[config.mk]
export PLATFORM = sky130hd
export DESIGN_NAME = pipeline_hazard_ctrl
export DESIGN_NICKNAME = d
export VERILOG_FILES = /design/src/rtl/pipeline_pkg.sv /design/src/rtl/mc_sequencer.sv /design/src/rtl/pipeline_hazard_ctrl.sv
export SDC_FILE = /design/constraint.sdc
export NUM_CORES = 1
export LEC_CHECK = 0
export ABC_CLOCK_PERIOD_IN_PS = 2270
export CAP_MARGIN = 20
export CORE_AREA = 5 5 42 44
export CTS_CLUSTER_DIAMETER = 200
export DETAILED_ROUTE_END_ITERATION = 10
export DIE_AREA = 0 0 47 49
export DONT_BUFFER_PORTS = 1
export GPL_TIMING_DRIVEN = 0
export HOLD_SLACK_MARGIN = 0.06
export PLACE_DENSITY = 0.66
export SLEW_MARGIN = 10
export SYNTH_ARGS = -nofsm -noshare
export SYNTH_HDL_FRONTEND = slang
export SYNTH_SLANG_ARGS = --single-unit
[constraint.sdc]
create_clock -name clk -period 2.27 [get_ports clk]
set_input_delay 0.1135 -clock clk [delete_from_list [all_inputs] [get_ports clk]]
set_output_delay 0.1135 -clock clk [all_outputs]
set_load 0.005 [all_outputs]
[src/rtl/pipeline_pkg.sv]
// Shared constants and types for the pipeline hazard/forwarding controller.
package pipeline_pkg;

   // EX-stage operand mux selects
   localparam logic [1:0] FWD_RF  = 2'b00;
   localparam logic [1:0] FWD_WB  = 2'b01;
   localparam logic [1:0] FWD_MEM = 2'b10;

   // result_src encoding that marks a load in EX
   localparam logic [1:0] RESULT_SRC_LOAD = 2'b01;

   // Multi-cycle execute-unit sequencer states
   typedef enum logic [0:0] {
      MC_IDLE = 1'b0,
      MC_BUSY = 1'b1
   } mc_state_e;

   // True when a result_src value denotes a load
   function automatic logic is_load(input logic [1:0] result_src);
      return result_src == RESULT_SRC_LOAD;
   endfunction

endpackage

[src/rtl/mc_sequencer.sv]
// Multi-cycle EX occupancy sequencer: tracks how long a MUL/DIV holds EX.
// The first EX cycle is spent in IDLE (start seen), the rest in BUSY while a
// down-counter runs from MC_LATENCY-2 to 0; the zero cycle is the done cycle.
module mc_sequencer
   import pipeline_pkg::*;
#(
   parameter int unsigned MC_LATENCY = 4
) (
   input  logic clk,
   input  logic reset,
   input  logic start,
   input  logic mstall,
   output logic busy,
   output logic done,
   output logic mcstall
);

   localparam int unsigned CntW = (MC_LATENCY > 2) ? $clog2(MC_LATENCY) : 1;
   localparam logic [CntW-1:0] CntLoad = CntW'(MC_LATENCY - 2);

   mc_state_e       state_q, state_d;
   logic [CntW-1:0] cnt_q, cnt_d;

   // State and counter registers; reset abandons any op in flight
   always_ff @(posedge clk or negedge reset) begin
      if (!reset) begin
         state_q <= MC_IDLE;
         cnt_q   <= '0;
      end else begin
         state_q <= state_d;
         cnt_q   <= cnt_d;
      end
   end

   // Next state: everything freezes while data memory is waiting
   always_comb begin
      state_d = state_q;
      cnt_d   = cnt_q;
      if (!mstall) begin
         unique case (state_q)
            MC_IDLE: begin
               if (start) begin
                  state_d = MC_BUSY;
                  cnt_d   = CntLoad;
               end
            end
            MC_BUSY: begin
               if (cnt_q == '0) begin
                  state_d = MC_IDLE;
               end else begin
                  cnt_d = cnt_q - CntW'(1);
               end
            end
         endcase
      end
   end

   // Status outputs; start is ignored while BUSY
   always_comb begin
      busy    = (state_q == MC_BUSY);
      done    = busy && (cnt_q == '0);
      mcstall = ((state_q == MC_IDLE) && start) || (busy && !done);
   end

endmodule

[src/rtl/pipeline_hazard_ctrl.sv]
// Hazard and forwarding controller for the 5-stage pipeline. Drives per-stage
// stall/flush and the two EX forwarding muxes. Priority, highest first:
// memory wait, multi-cycle EX, redirect, load-use/RAW stall.
module pipeline_hazard_ctrl
   import pipeline_pkg::*;
#(
   parameter int unsigned REG_AW     = 5,
   parameter int unsigned MC_LATENCY = 4,
   parameter bit          FWD_EN     = 1'b1
) (
   input  logic              clk,
   input  logic              reset,
   input  logic [REG_AW-1:0] rs1_d,
   input  logic [REG_AW-1:0] rs2_d,
   input  logic [REG_AW-1:0] rs1_e,
   input  logic [REG_AW-1:0] rs2_e,
   input  logic [REG_AW-1:0] rd_e,
   input  logic [REG_AW-1:0] rd_m,
   input  logic [REG_AW-1:0] rd_w,
   input  logic              reg_write_e,
   input  logic              reg_write_m,
   input  logic              reg_write_w,
   input  logic              load_e,
   input  logic              pc_src_e,
   input  logic              mc_start_e,
   input  logic              dmem_req_m,
   input  logic              dmem_ready_m,
   output logic              stall_f,
   output logic              stall_d,
   output logic              stall_e,
   output logic              stall_m,
   output logic              flush_d,
   output logic              flush_e,
   output logic              flush_m,
   output logic              flush_w,
   output logic [1:0]        forward_ae,
   output logic [1:0]        forward_be,
   output logic              mc_busy,
   output logic              mc_done
);

   logic mstall;
   logic mcstall;
   logic seq_busy;
   logic seq_done;
   logic data_hazard;

   // Producer writes a nonzero rd that matches the consumer's source
   function automatic logic reg_hit(input logic              we,
                                    input logic [REG_AW-1:0] rd,
                                    input logic [REG_AW-1:0] rs);
      return we && (rd != '0) && (rd == rs);
   endfunction

   // Forward select for one EX operand; MEM is the younger producer and wins
   function automatic logic [1:0] fwd_sel(input logic [REG_AW-1:0] rs);
      if (reg_hit(reg_write_m, rd_m, rs)) begin
         return FWD_MEM;
      end else if (reg_hit(reg_write_w, rd_w, rs)) begin
         return FWD_WB;
      end
      return FWD_RF;
   endfunction

   assign mstall = dmem_req_m && !dmem_ready_m;

   mc_sequencer #(
      .MC_LATENCY(MC_LATENCY)
   ) u_mc_sequencer (
      .clk    (clk),
      .reset  (reset),
      .start  (mc_start_e),
      .mstall (mstall),
      .busy   (seq_busy),
      .done   (seq_done),
      .mcstall(mcstall)
   );

   // ID-stage dependency check: load-use with forwarding, any RAW without
   always_comb begin
      data_hazard = 1'b0;
      if (FWD_EN) begin
         data_hazard = load_e &&
                       (reg_hit(1'b1, rd_e, rs1_d) || reg_hit(1'b1, rd_e, rs2_d));
      end else begin
         data_hazard = reg_hit(reg_write_e, rd_e, rs1_d) || reg_hit(reg_write_e, rd_e, rs2_d) ||
                       reg_hit(reg_write_m, rd_m, rs1_d) || reg_hit(reg_write_m, rd_m, rs2_d) ||
                       reg_hit(reg_write_w, rd_w, rs1_d) || reg_hit(reg_write_w, rd_w, rs2_d);
      end
   end

   // Stall/flush priority; all outputs are held low while reset is asserted
   always_comb begin
      stall_f = 1'b0;
      stall_d = 1'b0;
      stall_e = 1'b0;
      stall_m = 1'b0;
      flush_d = 1'b0;
      flush_e = 1'b0;
      flush_m = 1'b0;
      flush_w = 1'b0;
      if (reset) begin
         if (mstall) begin
            stall_f = 1'b1;
            stall_d = 1'b1;
            stall_e = 1'b1;
            stall_m = 1'b1;
            flush_w = 1'b1;
         end else if (mcstall) begin
            // EX is held, so a redirect in EX waits until the op retires
            stall_f = 1'b1;
            stall_d = 1'b1;
            stall_e = 1'b1;
            flush_m = 1'b1;
         end else if (pc_src_e) begin
            flush_d = 1'b1;
            flush_e = 1'b1;
         end else if (data_hazard) begin
            stall_f = 1'b1;
            stall_d = 1'b1;
            flush_e = 1'b1;
         end
      end
   end

   // Forwarding mux selects and gated sequencer status
   always_comb begin
      forward_ae = FWD_RF;
      forward_be = FWD_RF;
      if (reset && FWD_EN) begin
         forward_ae = fwd_sel(rs1_e);
         forward_be = fwd_sel(rs2_e);
      end
      mc_busy = reset && seq_busy;
      mc_done = reset && seq_done;
   end

endmodule

Yosys cells after proc, flatten, opt, wreduce, memory -nomap -nowiden
Cells that the tools add are included.
{ "word_totals": {"latchBits": 0, "ramBits": 0, "romBits": 0, "output_inout_bits": 14, "regBits": 3, "memories": 0} }
{ "classes": {"reduce_logical": 24, "mux": 40, "order_cmp": 0, "mul": 0, "n_div": 0, "n_addsub": 1, "n_eq_ne": 8, "bitwise_logic": 2, "n_shift": 0} }
{ "op_table": {"columns": ["operator", "count"], "rows": [
  ["equality test 5 bit", 6],
  ["two-way mux 1 bit", 28],
  ["two-way mux 2 bit", 10],
  ["logical AND 1 bit", 15],
  ["nonzero test 5 bit", 3],
  ["!= test 2 bit, second input constant", 2],
  ["one-hot mux 2 bit (2 select lines)", 1],
  ["AND reduction 3 bit", 1],
  ["logical NOT 1 bit", 2],
  ["logical NOT 2 bit", 1],
  ["logical OR 1 bit", 2],
  ["inverter 1 bit", 2],
  ["one-hot mux 1 bit (2 select lines)", 1],
  ["subtractor 2 x 1 -> 2 bit, second input constant", 1]
]} }

Logic depth before layout (Yosys ltp)
{ "depth": {"ltp_word": 9, "mapped_depth": 7, "mapped_depth_nobuf": 6} }

By module
A second synthesis with hierarchy kept.
{ "unflattened": {"cells_unflattened": 87, "area_unflattened_um2": 709.4} }
{ "modules_own_cells": {"columns": ["module", "seq_area_each_um2", "cells_per_inst", "area_each_um2", "instances"], "rows": [
  ["pipeline_hazard_ctrl", 0.0, 68, 504.2, 1],
  ["mc_sequencer", 75.1, 19, 205.2, 1]
]} }

Worst setup path before layout
OpenSTA, ideal clock, no wires.
{ "synth_timing": {"kind": "reg-to-output", "start": "reg u_mc_sequencer.cnt_q[0]", "end": "out stall_f", "setup_slack_ns": 0.714, "arrival_ns": 1.443, "t_required_ns": 2.156, "stages_incl_launch_ff": 8, "path_cell_list": "dfrtp_1 inv_1 ha_1 nand2b_1 and3_1 nor2b_1 o21bai_1 buf_4"} }
{ "synth_between": {"elab_chain_len": 8} }
{ "synth_rtl": {"columns": ["item", "line", "source"], "rows": [
  ["from (decl)", "mc_sequencer.sv:22", "logic [CntW-1:0] cnt_q, cnt_d;"],
  ["from (signal assigned)", "mc_sequencer.sv:31", "cnt_q <= cnt_d;"],
  ["logical NOT 2 bit", "mc_sequencer.sv:61", "done = busy && (cnt_q == '0);"],
  ["logical AND 1 bit", "mc_sequencer.sv:61", null],
  ["logical NOT 1 bit", "mc_sequencer.sv:62", "mcstall = ((state_q == MC_IDLE) && start) || (busy && !done);"],
  ["logical AND 1 bit", "mc_sequencer.sv:62", null],
  ["logical OR 1 bit", "mc_sequencer.sv:62", null],
  ["two-way mux 1 bit (3 in a row)", null, null],
  ["to (decl)", "pipeline_hazard_ctrl.sv:28", "output logic stall_f,"]
]} }
No other way between the ends.

Worst setup path in the final report
Ends and elaborated chain as after synthesis.

==> impl_results.md <==
- Critical Path End: stall_f
- IO Count: 59
- Initial DRC count: 4
- Met3 wire len: 319 um
- Final Net Count: 137
- Die area: 2303 um2
- Clk Latency, worst-skew pair: 230 ps
- Vias per inst: 5.830
- Final hold violations: 0
- Syn Nets: 131
- Max-cap violations: 0
- Least-Margin Pin Slew: 457.1 ps
- Peak Freq: 516.7 MHz
- Dpl ws: 565.2 ps
- Critical path startpoint category: flip-flop
- Synth warnings: 0
- Post-Syn Area: 683.2 um2
- Run status: completed
- Reg-to-Reg End: u_mc_sequencer.busy$_DFFE_PN0N_
- Syn Area/Cell: 8.037 um2
- Worst hold path class: input port to asynchronous set/reset pin
- Clock tree sinks: 3
- Crit path max fanout: 5
- Flop2flop setup slack: 980 ps
- Met2 routed WL: 808 um
- Setup-failing EPs final: 0
- Core area: 1401 um2
- Fin. max-slew vios: 0
- Vias: 618
- CTS Buf Count: 3
- Final WS setup: 334.8 ps
- Die Span Y: 49 um
- Critical Path Start: u_mc_sequencer.cnt_q[0]$_DFFE_PN0P_
- Layout cells sized above 1: 0.1222
- Post-DRT Antenna Nets: 0
- Drt drc: 0
- Crit share post-route: 0.8525
- Routed WL: 1.663 mm
- CTS clk-pin slew, worst paths: 30 ps
- Post-synthesis sequential area ratio: 0.1099
- Worst reg-to-reg path cell count: 5
- Row count: 14
- RR Startpoint: u_mc_sequencer.cnt_q[0]$_DFFE_PN0P_
- Cell variety after synth: 31
- Clock Tree Buf Depth: 2
- # resized after CTS: 0
- Static leakage: 0.0002991 uW
- Top Layer Used: met3
- Crit Path Category: flip-flop to output pin
- Drt pass-1 iters: 4
- Htree depth: 1
- Post-CTS setup buffer count: 0
- Initial antenna violation count: 0
- M1 wire length: 535 um
- Largest net degree at the start of global routing: 11
- Die X: 47 um
- GP Congestion: 0.8370
- Clock tree from TritonCTS: done
- GR Util All Layers: 0.1395
- Wirelength per Cell: 15.69 um
- Minimum clock period: 1935 ps
- #FFs+latches synth: 3
- Worst Skew: 0.5168 ps
- Grt ovf: 0
- First-pass GRT wire length: 2.484 mm
- Number of global-route vias before repair: 627
- Slew margin rel.: 0.6925
- Port Buffers: 0
- CTS root buf: clkbuf_4
- Starting density of the core: 0.4875
- Setup TNS: 0 ps
- Crit end category: output pin
- RSZ-0062 raised after global routing: false
- Syn-to-layout area delta: 8.242%
- Max VDD drop: 0.3553 mV
- N_diodes: 0
- Pwr dens: 587.6 nW/um2
- CP Data Required Time: 2160 ps
- DPL Wire Length: 1.520 mm
- Cells after Synth: 85
- Crit path DAT: 1820 ps
-- how the worst min path moves through the flow --
stage	startpoint	to	cells past startpoint
2_1_floorplan	reset	u_mc_sequencer.busy$_DFFE_PN0N_	0
3_3_place_gp	reset	u_mc_sequencer.cnt_q[0]$_DFFE_PN0P_	0
3_5_place_dp	reset	u_mc_sequencer.cnt_q[0]$_DFFE_PN0P_	0
4_1_cts	reset	u_mc_sequencer.cnt_q[1]$_DFFE_PN0P_	1
5_1_grt	reset	u_mc_sequencer.cnt_q[0]$_DFFE_PN0P_	1
6_report	reset	u_mc_sequencer.cnt_q[1]$_DFFE_PN0P_	1
-- state kept, by name, indices dropped and copies added, names as in the netlist --
name / cells
u_mc_sequencer.cnt_q: 2
u_mc_sequencer.busy: 1
-- routing by layer --
metal | global-route usage | vias up
met5 | 0 | -
met4 | 0.04147 | 0
met3 | 0.07011 | 0
met2 | 0.2376 | 41
met1 | 0.1432 | 272
li1 | - | 305
-- worst max-delay path, cell delays in order (launching register included) --
cell and delay, ps:
dfrtp_1 380, inv_1 60, ha_1 250, nand2b_1 170, and3_1 210, nor2b_1 190
o21bai_1 180, buf_4 160
-- stage by stage --
stage,hold slack [ps],instance area (um2),total power (uW),instances,utilization
floorplan,-182.1,683.2,303.3,85,-
global placement,-182.0,703.2,333.9,101,0.5018
detailed placement,-182.0,703.2,343.5,101,0.5018
CTS,134.8,739.5,440.4,106,0.5277
global route,130.7,739.5,480.6,106,0.5277
finish,135.7,739.5,434.5,106,0.5277
-- cell usage in the layout, fill, tap and decap left out, drive strengths merged --
cell and instances:
xor2 24, xnor2 6, or4 5, clkbuf 5, nor2 4, nor4 4
and2 4, nand3 3, and3 3, nand2b 3, nor3 3, dfrtp 3
inv 2, nor2b 2, nand2 2, a22oi 2, o21bai 2, buf 2
o21ai 2, o211ai 1, a21oi 1, o21a 1, nand3b 1, a21o 1
a22o 1, mux2i 1, ha 1, dlygate4sd3 1
-- power breakdown --
group          internal, uW  total [uW]  switching, uW
sequential             80.7         109           28.4
clock                  65.7        89.8           24.1
combinational           122         236            114
total                   268         435            166
-- layout make-up --
type,count,area (um2)
tap,16,20.02
inverter,2,7.507
fill,148,661.9
buffer,3,18.77
clock buffer,4,26.28
multi-input combinational,77,581.8
timing repair buffer,1,10.01
sequential,3,75.07
-- kinds of logic (layout without fill, tap and decap cells) --
family / Yosys count / count (layout) / synth area share
DFF: 3 / 3 / 0.1099
AOI/OAI and AO/OA: 11 / 11 / 0.1172
adders and majority gates: 1 / 1 / 0.01831
and+or+nand+nor: 34 / 34 / 0.3168
muxes: 1 / 1 / 0.01465
buffers and inverters: 5 / 10 / 0.03845
xor gates and xnor gates: 30 / 30 / 0.3846
-- cells in the mapped netlist --
cell type	n	area share
or4_4	1	0.016
buf_4	2	0.022
o21bai_1	2	0.022
a22o_1	1	0.013
o21a_1	1	0.011
o21ai_0	1	0.0073
dfrtp_1	3	0.11
xor2_1	24	0.31
and2_2	2	0.022
nand2b_1	3	0.027
nand3b_1	1	0.011
nor2_1	4	0.022
nor3_1	3	0.022
a22oi_1	2	0.022
ha_1	1	0.018
xnor2_1	6	0.077
mux2i_1	1	0.015
nor2b_1	2	0.018
o211ai_1	1	0.011
nor4_2	2	0.037
a21o_1	1	0.011
nor4_1	2	0.018
nand2_1	2	0.011
or4_1	4	0.044
o21ai_2	1	0.013
clkbuf_1	1	0.0055
inv_1	2	0.011
nand3_1	3	0.022
and2_1	2	0.018
and3_1	3	0.027
a21oi_1	1	0.0073
-- what timing repair did --
| item | 4_1_cts | 5_1_grt |
|---|---|---|
| hold buffers | 1 | 0 |
| endpoints found under the hold margin | 3 | 0 |
| setup endpoints to repair | 0 | 0 |
No activity file was read; power rests on OpenSTA's default activity.
